## src/rtl/serial_adder_if.sv

```systemverilog
// Start/done handshake bundle between an operand source and the serial adder.
//   master : drives start, a, b; observes busy, done, sum, cout
//   slave  : the adder; the reverse directions
interface serial_adder_if #(
    parameter int unsigned WIDTH = 8
);
    logic             start;
    logic [WIDTH-1:0] a;
    logic [WIDTH-1:0] b;
    logic             busy;
    logic             done;
    logic [WIDTH-1:0] sum;
    logic             cout;

    modport master (
        output start, a, b,
        input  busy, done, sum, cout
    );

    modport slave (
        input  start, a, b,
        output busy, done, sum, cout
    );
endinterface

```

## src/rtl/serial_adder.sv

```systemverilog
// Bit-serial WIDTH-bit unsigned adder: two half-adder cells plus a carry flop,
// LSB first, one bit per clock. A start accepted in IDLE or DONE loads the
// operands; WIDTH edges later sum/cout are registered and done pulses once.
//   clk, rst_n : clock, asynchronous active-low reset
//   bus.start  : request, ignored while busy
//   bus.a/b    : operands, captured on the accepting edge
//   bus.busy   : high while running
//   bus.done   : one-cycle pulse when sum/cout update
//   bus.sum    : (a+b) mod 2^WIDTH, held until the next result
//   bus.cout   : carry out of bit WIDTH-1
module serial_adder #(
    parameter int unsigned WIDTH = 8
) (
    input  logic           clk,
    input  logic           rst_n,
    serial_adder_if.slave  bus
);
    localparam int unsigned CNT_W = $clog2(WIDTH);
    localparam int unsigned SSR_W = WIDTH - 1;

    typedef enum logic [1:0] {
        S_IDLE = 2'd0,
        S_RUN  = 2'd1,
        S_DONE = 2'd2
    } state_t;

    state_t             state_q, state_d;
    logic [WIDTH-1:0]   sa_q, sa_d;
    logic [WIDTH-1:0]   sb_q, sb_d;
    // Holds sum bits 0..i-1; the bit of the current edge completes the word.
    logic [SSR_W-1:0]   ssr_q, ssr_d;
    logic               carry_q, carry_d;
    logic [CNT_W-1:0]   cnt_q, cnt_d;
    logic [WIDTH-1:0]   sum_q, sum_d;
    logic               cout_q, cout_d;
    logic               busy_q, busy_d;
    logic               done_q, done_d;

    logic               last_c;
    logic               ha0_s_c, ha0_c_c, ha1_s_c, ha1_c_c, carry_nxt_c;

    // Full adder from two half adders plus OR.
    assign ha0_s_c     = sa_q[0] ^ sb_q[0];
    assign ha0_c_c     = sa_q[0] & sb_q[0];
    assign ha1_s_c     = ha0_s_c ^ carry_q;
    assign ha1_c_c     = ha0_s_c & carry_q;
    assign carry_nxt_c = ha0_c_c | ha1_c_c;

    assign last_c = (cnt_q == CNT_W'(WIDTH - 1));

    // State register.
    always_ff @(posedge clk or negedge rst_n) begin
        if (!rst_n) begin
            state_q <= S_IDLE;
        end else begin
            state_q <= state_d;
        end
    end

    // Next-state logic.
    always_comb begin
        state_d = state_q;
        case (state_q)
            S_RUN:   if (last_c) state_d = S_DONE;
            default: state_d = bus.start ? S_RUN : S_IDLE;
        endcase
    end

    // Datapath and output next values.
    always_comb begin
        sa_d    = sa_q;
        sb_d    = sb_q;
        ssr_d   = ssr_q;
        carry_d = carry_q;
        cnt_d   = cnt_q;
        sum_d   = sum_q;
        cout_d  = cout_q;
        case (state_q)
            S_RUN: begin
                sa_d    = WIDTH'(sa_q >> 1);
                sb_d    = WIDTH'(sb_q >> 1);
                ssr_d   = SSR_W'({ha1_s_c, ssr_q} >> 1);
                carry_d = carry_nxt_c;
                cnt_d   = cnt_q + CNT_W'(1);
                if (last_c) begin
                    sum_d  = {ha1_s_c, ssr_q};
                    cout_d = carry_nxt_c;
                    cnt_d  = '0;
                end
            end
            default: begin
                if (bus.start) begin
                    sa_d    = bus.a;
                    sb_d    = bus.b;
                    carry_d = 1'b0;
                    cnt_d   = '0;
                end
            end
        endcase
        busy_d = (state_d == S_RUN);
        done_d = (state_d == S_DONE);
    end

    // Datapath and output registers.
    always_ff @(posedge clk or negedge rst_n) begin
        if (!rst_n) begin
            sa_q    <= '0;
            sb_q    <= '0;
            ssr_q   <= '0;
            carry_q <= 1'b0;
            cnt_q   <= '0;
            sum_q   <= '0;
            cout_q  <= 1'b0;
            busy_q  <= 1'b0;
            done_q  <= 1'b0;
        end else begin
            sa_q    <= sa_d;
            sb_q    <= sb_d;
            ssr_q   <= ssr_d;
            carry_q <= carry_d;
            cnt_q   <= cnt_d;
            sum_q   <= sum_d;
            cout_q  <= cout_d;
            busy_q  <= busy_d;
            done_q  <= done_d;
        end
    end

    assign bus.busy = busy_q;
    assign bus.done = done_q;
    assign bus.sum  = sum_q;
    assign bus.cout = cout_q;

endmodule

```

## src/flat_wrapper.sv

```systemverilog
// flat-port wrapper written by rule: the top's interface ports become plain ports
module serial_adder_flat 
#(
    parameter int unsigned WIDTH = 8
)
  (clk, rst_n, bus_start, bus_a, bus_b, bus_busy, bus_done, bus_sum, bus_cout);
  serial_adder_if #(.WIDTH(WIDTH)) bus_i ();
  input  logic clk;
  input  logic rst_n;
  input wire logic [$bits(bus_i.start)-1:0] bus_start;
  input wire logic [$bits(bus_i.a)-1:0] bus_a;
  input wire logic [$bits(bus_i.b)-1:0] bus_b;
  output wire logic [$bits(bus_i.busy)-1:0] bus_busy;
  output wire logic [$bits(bus_i.done)-1:0] bus_done;
  output wire logic [$bits(bus_i.sum)-1:0] bus_sum;
  output wire logic [$bits(bus_i.cout)-1:0] bus_cout;
  assign bus_i.start = bus_start;
  assign bus_i.a = bus_a;
  assign bus_i.b = bus_b;
  assign bus_busy = bus_i.busy;
  assign bus_done = bus_i.done;
  assign bus_sum = bus_i.sum;
  assign bus_cout = bus_i.cout;
  serial_adder #(.WIDTH(WIDTH)) u_core (.clk(clk), .rst_n(rst_n), .bus(bus_i));
endmodule
```

## config.mk

```make
export PLATFORM = sky130hd
export DESIGN_NAME = serial_adder_flat
export DESIGN_NICKNAME = d
export VERILOG_FILES = /design/src/rtl/serial_adder_if.sv /design/src/rtl/serial_adder.sv /design/src/flat_wrapper.sv
export SDC_FILE = /design/constraint.sdc
export NUM_CORES = 1
export LEC_CHECK = 0
export BUFFER_PORTS_ARGS = -buffer_cell sky130_fd_sc_hd__clkbuf_2
export CAP_MARGIN = 20
export CORE_MARGIN = 2
export CORE_UTILIZATION = 46
export CTS_CLUSTER_DIAMETER = 200
export CTS_CLUSTER_SIZE = 8
export DETAILED_ROUTE_END_ITERATION = 8
export HOLD_SLACK_MARGIN = 0.05
export PLACE_DENSITY_LB_ADDON = 0.1
export SYNTH_ARGS = -nofsm -noshare
export SYNTH_HDL_FRONTEND = slang
export SYNTH_SLANG_ARGS = --single-unit
```

## constraint.sdc

```tcl
create_clock -name clk -period 2.2 [get_ports clk]
set_clock_uncertainty 0.15 [all_clocks]
set_input_delay 0.44 -clock clk [delete_from_list [all_inputs] [get_ports clk]]
set_output_delay 0.44 -clock clk [all_outputs]
set_load 0.01 [all_outputs]
```

==> results_dict.tcl, run 1 <==
set metrics [dict create \
    status "complete, no violations" \
    hp-class "in2async" \
    design_area_um2 2100 \
    critPathArrivalTime_ps 1780 \
    mostFrequentLayoutCell "dfrtp_1" \
    post_synth.cell_area_avg_um2 16.4 \
    finalCritPeriodShare 0.801 \
    crit_type "reg2reg" \
    rows 23 \
    drt_iter0_drc 27 \
    path_clk_slew_ps 70 \
    syn2layout_area_growth_pct 13.9 \
    rsz0062_at_grt "no" \
    worst-slew-pin-transition_ps 489 \
    fp.dieH_um 67.4 \
    antenna_found_initial 0 \
    start_kind "register" \
    synthCells 113 \
    grt_pass1_wl_mm 4.84 \
    use_met3 0.0550 \
    clkLatencyLatePin_ps 290 \
    dpl.hpwl_mm 1.96 \
    synth_area_um2 1850 \
    end_kind "register" \
    p_leak_nw 1.06 \
    synth-seq-area-share 0.542 \
    tns_ps 0 \
    grtUsageTotal 0.151 \
    post_cts_resize_count 0 \
    yosys_warnings 0 \
    synth_cell_types 17 \
    wl_per_cell_um 14.7 \
    core_region_area_um2 3940 \
    hold_slack_ps 43.3 \
    viasPerCell 4.79 \
    diodes 0 \
    drc 0 \
    drive_gt1_frac 0.530 \
    p_sw_frac 0.299 \
    finalWirelength_mm 2.92 \
    cp.required_ps 2220 \
    p_int_mw 2.11 \
    die_w_um 67.4 \
    drv_slew 0 \
    grt_pass1_vias 991 \
    h-tree-depth 2 \
    grt-ovfl-total 0 \
    antenna_left 0 \
    final.fill_count 344 \
    slew_headroom 0.674 \
    grt_max_degree 41 \
    postCtsSetupRepairBufs 0 \
    cts_buffer_depth 2 \
    pwr-share-seq 0.419 \
    io_pins 30 \
    finalWeightedCongestion 0.670 \
    setup_viol 0 \
    max_freq_ghz 0.567 \
    dpl-instance-area_um2 2010 \
    vias 954 \
    io_buffers 29 \
    comb_power_share 0.418 \
    start_util 0.469 \
    ir_drop_mv 0.781 \
    min_period_ps 1760 \
    top_usage_layer "met2" \
    finalHoldViolations 0 \
    cts_root_buf "clkbuf_8" \
    use_met2 0.235 \
    final_cell_mix "40 x dfrtp_1, 29 x clkbuf_2, 21 x mux2_4" \
    power_frac_clock 0.164 \
    fin_nets 170 \
    use_met1 0.188 \
    numCtsBuffers 5 \
    tritoncts "yes" \
    r2r_cells 5 \
    postCtsHoldBufs 0 \
    ys_ff_latch 40 \
    clkSinkCount 40 \
    power.density_nw_per_um2 1430 \
    die_area_um2 4540 \
    drtPass1Iterations 3 \
    drv_cap 0 \
    syn-num-nets 135 \
    crit_fanout 11 \
    switchingPower_uw 899 \
]
state kept, by name, indices dropped and copies added (netlist names):
signal	flops
u_core.sa_q	8
u_core.ssr_q	7
u_core.cnt_q	3
u_core.carry_q	1
u_core.bus.busy	1
u_core.bus.sum	8
u_core.bus.done	1
u_core.state_q	2
u_core.sb_q	8
u_core.bus.cout	1
power groups by stage:
| stage | combinational (mW) | clock [mW] | sequential [mW] |
|---|---|---|---|
| final | 1.26 | 0.493 | 1.26 |
| after global routing | 1.37 | 0.547 | 1.31 |
| after CTS | 1.28 | 0.510 | 1.26 |
| after detailed placement | 1.27 | 0 | 1.27 |
| after global placement | 1.23 | 0 | 1.26 |
| after floorplan | 1.06 | 0 | 1.27 |
final cells by class:
cell class                 count  area, µm²  area share
clock buffer                   8       90.1      0.0428
timing repair buffer          34        183      0.0868
multi-input combinational     64        757       0.360
tap                           50       62.6      0.0297
inverter                       3       11.3     0.00535
sequential                    40       1000       0.476
per-layer routing:
metal  wire length, µm  share of wire  vias to the layer above
met5                 0              0                        -
met4                55          0.019                        0
met3               130          0.045                        6
met2              1400           0.48                       18
met1              1330           0.46                      467
li1                  -              -                      463
worst max-delay path, stage by stage, from the launching register on:
cell and delay (ps):
dfrtp_1 400, ha_1 210, ha_1 230, nand3b_1 100, buf_4 200, mux2_2 350
synthesized netlist by cell type, drive strengths merged:
library cell / count / share of area
mux2: 47 / 0.33
dfrtp: 40 / 0.54
buf: 6 / 0.043
mux2i: 4 / 0.022
nor2b: 4 / 0.014
inv: 3 / 0.0061
ha: 2 / 0.014
nor2: 2 / 0.0041
a31o: 1 / 0.0047
fa: 1 / 0.011
nand2b: 1 / 0.0034
nand3b: 1 / 0.0041
nor4b: 1 / 0.0047
logic make-up (layout without fill, tap and decap cells):
logic type,after synthesis,in the layout,share of synthesized area
mux,51,51,0.351
simple gates,9,9,0.0298
fa+ha+maj,3,3,0.0244
flops,40,40,0.542
compound gates,1,1,0.00474
buf+inv,9,45,0.0487
metrics by stage:
stage	setup slack (ps)	util	cells	total power, mW
floorplan	512	-	113	2.32
global placement	469	0.511	191	2.49
detailed placement	441	0.511	191	2.54
CTS	436	0.534	199	3.06
global route	351	0.534	199	3.22
finish	437	0.534	199	3.01
final timing paths:
| path | start | endpoint | slack (ps) |
|---|---|---|---|
| max | u_core.cnt_q[0]$_DFFE_PN0P_ | u_core.bus.sum[2]$_DFFE_PN0P_ | 440 |
| min | rst_n | u_core.sb_q[5]$_DFFE_PN0P_ | 40 |
| max reg2reg | u_core.cnt_q[0]$_DFFE_PN0P_ | u_core.bus.sum[2]$_DFFE_PN0P_ | 440 |
| min reg2reg | u_core.bus.sum[4]$_DFFE_PN0P_ | u_core.bus.sum[4]$_DFFE_PN0P_ | 350 |
| max in group asynchronous | rst_n | u_core.bus.sum[4]$_DFFE_PN0P_ | 1510 |
| min in group clk | bus_b[7] | u_core.sb_q[7]$_DFFE_PN0P_ | 250 |
(Power assumes the default switching activity.)
==> inputs of run 2 (changes only) <==
==> constraint.sdc (replaced) <==
create_clock -name clk -period 1.45 [get_ports clk]
set_clock_uncertainty 0.15 [all_clocks]
set_input_delay 0.29 -clock clk [delete_from_list [all_inputs] [get_ports clk]]
set_output_delay 0.29 -clock clk [all_outputs]
set_load 0.01 [all_outputs]
==> results_dict.tcl, run 2 (synthesis results as in run 1) <==
set metrics [dict create \
    h-tree-depth 2 \
    fin_nets 179 \
    switchingPower_mw 1.46 \
    dp_cells 199 \
    drc 0 \
    die_w_um 67.4 \
    grt_max_degree 41 \
    power_frac_clock 0.150 \
    drive_gt1_frac 0.595 \
    crit_type "reg2reg" \
    ir_drop_mv 0.977 \
    fin_cells 208 \
    p_total_mw 4.94 \
    wl_per_cell_um 13.9 \
    clkSinkCount 40 \
    clkLatencyLatePin_ps 290 \
    finalCritPeriodShare 1.09 \
    crit_family "flip-flops" \
    finalHoldViolations 0 \
    end_kind "register" \
    p_int_mw 3.48 \
    status "finished, violations left" \
    grtUsageTotal 0.152 \
    syn2layout_area_growth_pct 23.3 \
    worst_path_max_delay_cell "dfrtp_1" \
    finalWirelength_mm 2.90 \
    place_ws_ps -136 \
    grt-ovfl-total 0 \
    comb_power_share 0.457 \
    dpl-instance-area_um2 2140 \
    final_cell_mix "40 x dfrtp_1, 30 x mux2_4, 29 x clkbuf_2" \
    critPathArrivalTime_ps 1610 \
    viasPerCell 4.75 \
    hold_slack_ps 105 \
    start_kind "register" \
    max_freq_ghz 0.633 \
    path_cells "ha_2 > ha_4 > nand3b_1 > buf_6 > mux2_4" \
    die_area_um2 4540 \
    vias 988 \
    cp.required_ps 1480 \
    cts_root_buf "clkbuf_8" \
    rsz0062_at_grt "yes" \
    core_region_area_um2 3940 \
    finalWeightedCongestion 0.769 \
    path_clk_slew_ps 80 \
    power.density_nw_per_um2 2170 \
    pwr-share-seq 0.393 \
    drtPass1Iterations 2 \
    postCtsSetupRepairBufs 0 \
    cts_buffer_depth 2 \
    mostFrequentLayoutCell "dfrtp_1" \
    dpl.hpwl_mm 2.07 \
    tritoncts "yes" \
    drt_iter0_drc 63 \
    worst-slew-pin-transition_ps 214 \
    antenna_left 0 \
    cpPeakStageDelay_ps 380 \
    grt_pass1_vias 1081 \
    io_pins 30 \
    p_leak_nw 1.17 \
    slew_headroom 0.857 \
    setup_viol 10 \
    hp-class "in2reg" \
    rows 23 \
    design_area_um2 2280 \
    drv_cap 0 \
    min_period_ps 1580 \
    io_buffers 29 \
    violations "negative setup slack" \
    fp.dieH_um 67.4 \
    antenna_found_initial 0 \
    drv_slew 0 \
    diodes 0 \
    final_core_util 0.578 \
    start_util 0.469 \
    fin_ws_ps -129 \
    grt_pass1_wl_mm 4.95 \
    tns_ps -1070 \
    p_sw_frac 0.295 \
    numCtsBuffers 5 \
    crit_fanout 7 \
    cp.buffers_inverters 1 \
]
run 2: cell types whose count changed in the layout (fill, tap and decap cells not counted), moves of 2 or more:
cell,delta
clkbuf_1,-2
buf_6,+3
buf_12,+2
mux2_4,+9
mux2_2,-9
ha_1,-2
clkinv_2,+2
buf_4,+3
run 2: power by group through the flow:
stage	logic [mW]	registers, mW	clock network [mW]
4_1_cts	2.25	1.94	0.772
3_3_place_gp	2.14	1.93	0
2_1_floorplan	1.73	1.94	0
5_1_grt	2.43	2.00	0.820
6_report	2.25	1.94	0.742
3_5_place_dp	2.19	1.96	0
run 2: worst reg2reg max path, cell delays in order, from the launching register on:
cell and delay, ps:
dfrtp_1 380, ha_2 200, ha_4 150, nand3b_1 130
buf_6 160, mux2_4 300
run 2: cell type report:
cell class / count / area, µm²
clock inverters: 2 / 10.0
fillers: 317 / 1660
repair buffers: 43 / 289
inverters: 3 / 11.3
well taps: 50 / 62.6
flip-flops and latches: 40 / 1000
clock buffers: 6 / 82.6
multi-input cells: 64 / 822
run 2: worst paths after layout:
check / from / endpoint / slack (ps) / cells after the start
setup / recovery: u_core.cnt_q[0]$_DFFE_PN0P_ / u_core.bus.cout$_DFFE_PN0P_ / -130 / 5
hold reg to reg: u_core.sb_q[5]$_DFFE_PN0P_ / u_core.sb_q[4]$_DFFE_PN0P_ / 360 / 1
setup reg to reg: u_core.cnt_q[0]$_DFFE_PN0P_ / u_core.bus.cout$_DFFE_PN0P_ / -130 / 5
min in group asynchronous: rst_n / u_core.sa_q[4]$_DFFE_PN0P_ / 350 / 3
max in group asynchronous: rst_n / u_core.ssr_q[6]$_DFFE_PN0P_ / 600 / 3
hold / removal: bus_a[7] / u_core.sa_q[7]$_DFFE_PN0P_ / 110 / 3
run 2: timing repair:
action | in CTS | in global routing
resized for setup | 4 | 4
endpoints found under the hold margin | 40 | 0
hold buffers | 1 | 0
endpoints found under the setup margin | 11 | 24
pin swaps | 2 | 0
run 2: per-layer routing:
metal | vias up | track usage | part of all wire
met3 | 8 | 0.0517 | 0.044
met2 | 19 | 0.240 | 0.46
met4 | 0 | 0.0765 | 0.022
li1 | 477 | - | -
met1 | 484 | 0.185 | 0.47
met5 | - | 0 | 0
==> inputs of run 3 (changes only) <==
==> constraint.sdc (replaced) <==
create_clock -name clk -period 1.5 [get_ports clk]
set_clock_uncertainty 0.15 [all_clocks]
set_input_delay 0.3 -clock clk [delete_from_list [all_inputs] [get_ports clk]]
set_output_delay 0.3 -clock clk [all_outputs]
set_load 0.01 [all_outputs]
==> results_dict.tcl, run 3 (synthesis results as in run 1) <==
set metrics [dict create \
    power.density_nw_per_um2 2140 \
    wl_per_cell_um 14.2 \
    start_util 0.469 \
    violations "negative setup slack" \
    grt_max_degree 41 \
    fin_nets 178 \
    die_area_um2 4540 \
    viasPerCell 4.73 \
    rows 23 \
    r2r_setup_slack_ps -100 \
    holdPathStages 3 \
    place_ws_ps -95.2 \
    start_kind "register" \
    antenna_left 0 \
    cts_buffer_depth 2 \
    crit_type "reg2reg" \
    path_clk_slew_ps 70 \
    io_pins 30 \
    antenna_found_initial 0 \
    worst-slew-pin-transition_ps 220 \
    finalWirelength_mm 2.93 \
    grtUsageTotal 0.155 \
    tritoncts "yes" \
    slew_headroom 0.853 \
    min_from "bus_a[7]" \
    drv_slew 0 \
    grt_pass1_wl_mm 5.00 \
    numCtsBuffers 5 \
    dpl.hpwl_mm 2.07 \
    critPathArrivalTime_ps 1620 \
    rsz0062_at_grt "yes" \
    grt-ovfl-total 0 \
    drc 0 \
    fin_ws_ps -105 \
    core_region_area_um2 3940 \
    final.fill_count 305 \
    grt_pass1_vias 1041 \
    h-tree-depth 2 \
    hold_slack_ps 103 \
    clkSinkCount 40 \
    syn2layout_area_growth_pct 23.0 \
    status "finished, violations left" \
    vias 980 \
    finalCritPeriodShare 1.07 \
    cts_root_buf "clkbuf_8" \
    end_kind "register" \
    die_w_um 67.4 \
    finalWeightedCongestion 0.743 \
    drtPass1Iterations 4 \
    p_leak_nw 1.16 \
    diodes 0 \
    setup_viol 9 \
    r2r_start "u_core.cnt_q[1]$_DFFE_PN0P_" \
    r2r_cells 5 \
    crit_fanout 7 \
    p_total_mw 4.86 \
    min_period_ps 1600 \
    drive_gt1_frac 0.573 \
    cp.required_ps 1520 \
    rr_endpoint "u_core.bus.sum[1]$_DFFE_PN0P_" \
    max_freq_ghz 0.623 \
    hp-class "in2reg" \
    drt_iter0_drc 33 \
    ir_drop_mv 1.02 \
    finalHoldViolations 0 \
    mostFrequentLayoutCell "dfrtp_1" \
    drv_cap 0 \
    final_cell_mix "40 x dfrtp_1, 30 x mux2_4, 29 x clkbuf_2" \
    fp.dieH_um 67.4 \
    io_buffers 29 \
    hold_end "u_core.sa_q[7]$_DFFE_PN0P_" \
    clkLatencyLatePin_ps 280 \
]
-- run 3: metrics by stage --
stage                     instances  utilization  setup TNS (ps)  instance area [µm²]
after detailed placement        198        0.542            -736                 2140
after global placement          198        0.542            -369                 2140
after floorplan                 113            -            -461                 1900
after global routing            207        0.576           -1260                 2270
after CTS                       207        0.576            -829                 2270
final                           207        0.576            -840                 2270
-- run 3: cell type report --
class / instances / area [µm²] / area share
Inverter: 3 / 11.3 / 0.00496
Timing Repair Buffer: 42 / 278 / 0.122
Clock buffer: 6 / 72.6 / 0.0319
Sequential cell: 40 / 1000 / 0.441
Tap cell: 50 / 62.6 / 0.0275
Multi-Input combinational cell: 64 / 812 / 0.357
Clock inverter: 2 / 35.0 / 0.0154
-- run 3: worst max path at each step --
stage	from	endpoint	slack, ps	depth (start not counted)
after floorplan	u_core.cnt_q[0]$_DFFE_PN0P_	u_core.bus.cout$_DFFE_PN0P_	-60	5
after global placement	u_core.cnt_q[1]$_DFFE_PN0P_	u_core.bus.sum[0]$_DFFE_PN0P_	-50	5
after detailed placement	u_core.cnt_q[1]$_DFFE_PN0P_	u_core.bus.sum[0]$_DFFE_PN0P_	-100	5
after CTS	u_core.cnt_q[1]$_DFFE_PN0P_	u_core.bus.cout$_DFFE_PN0P_	-110	5
after global routing	u_core.cnt_q[0]$_DFFE_PN0P_	u_core.bus.sum[6]$_DFFE_PN0P_	-160	5
final	u_core.cnt_q[1]$_DFFE_PN0P_	u_core.bus.sum[1]$_DFFE_PN0P_	-100	5
-- run 3: timing repair --
| action | in CTS | in global routing |
|---|---|---|
| pin swaps | 1 | 1 |
| resized for setup | 4 | 0 |
| setup buffers | 0 | 0 |
| endpoints found under the hold margin | 40 | 0 |
| endpoints found under the setup margin | 10 | 10 |
| hold buffers | 1 | 0 |
-- run 3: metal layers --
metal	vias to the layer above	GRT usage	part of all wire
li1	476	-	-
met1	474	0.210	0.46
met2	22	0.231	0.47
met3	8	0.0450	0.046
met4	0	0.0689	0.018
met5	-	0	0
-- run 3: power by group --
| part | switching [mW] | internal, mW | total, mW |
|---|---|---|---|
| clock network | 0.347 | 0.493 | 0.840 |
| registers | 0.294 | 1.57 | 1.87 |
| logic | 0.752 | 1.40 | 2.15 |
| total | 1.39 | 3.46 | 4.86 |
-- run 3: critical path, cell delays in order, from the launching register on --
cell and delay [ps]:
dfrtp_1 400, ha_2 200, ha_4 150, nand3b_1 130, buf_6 160, mux2_4 300
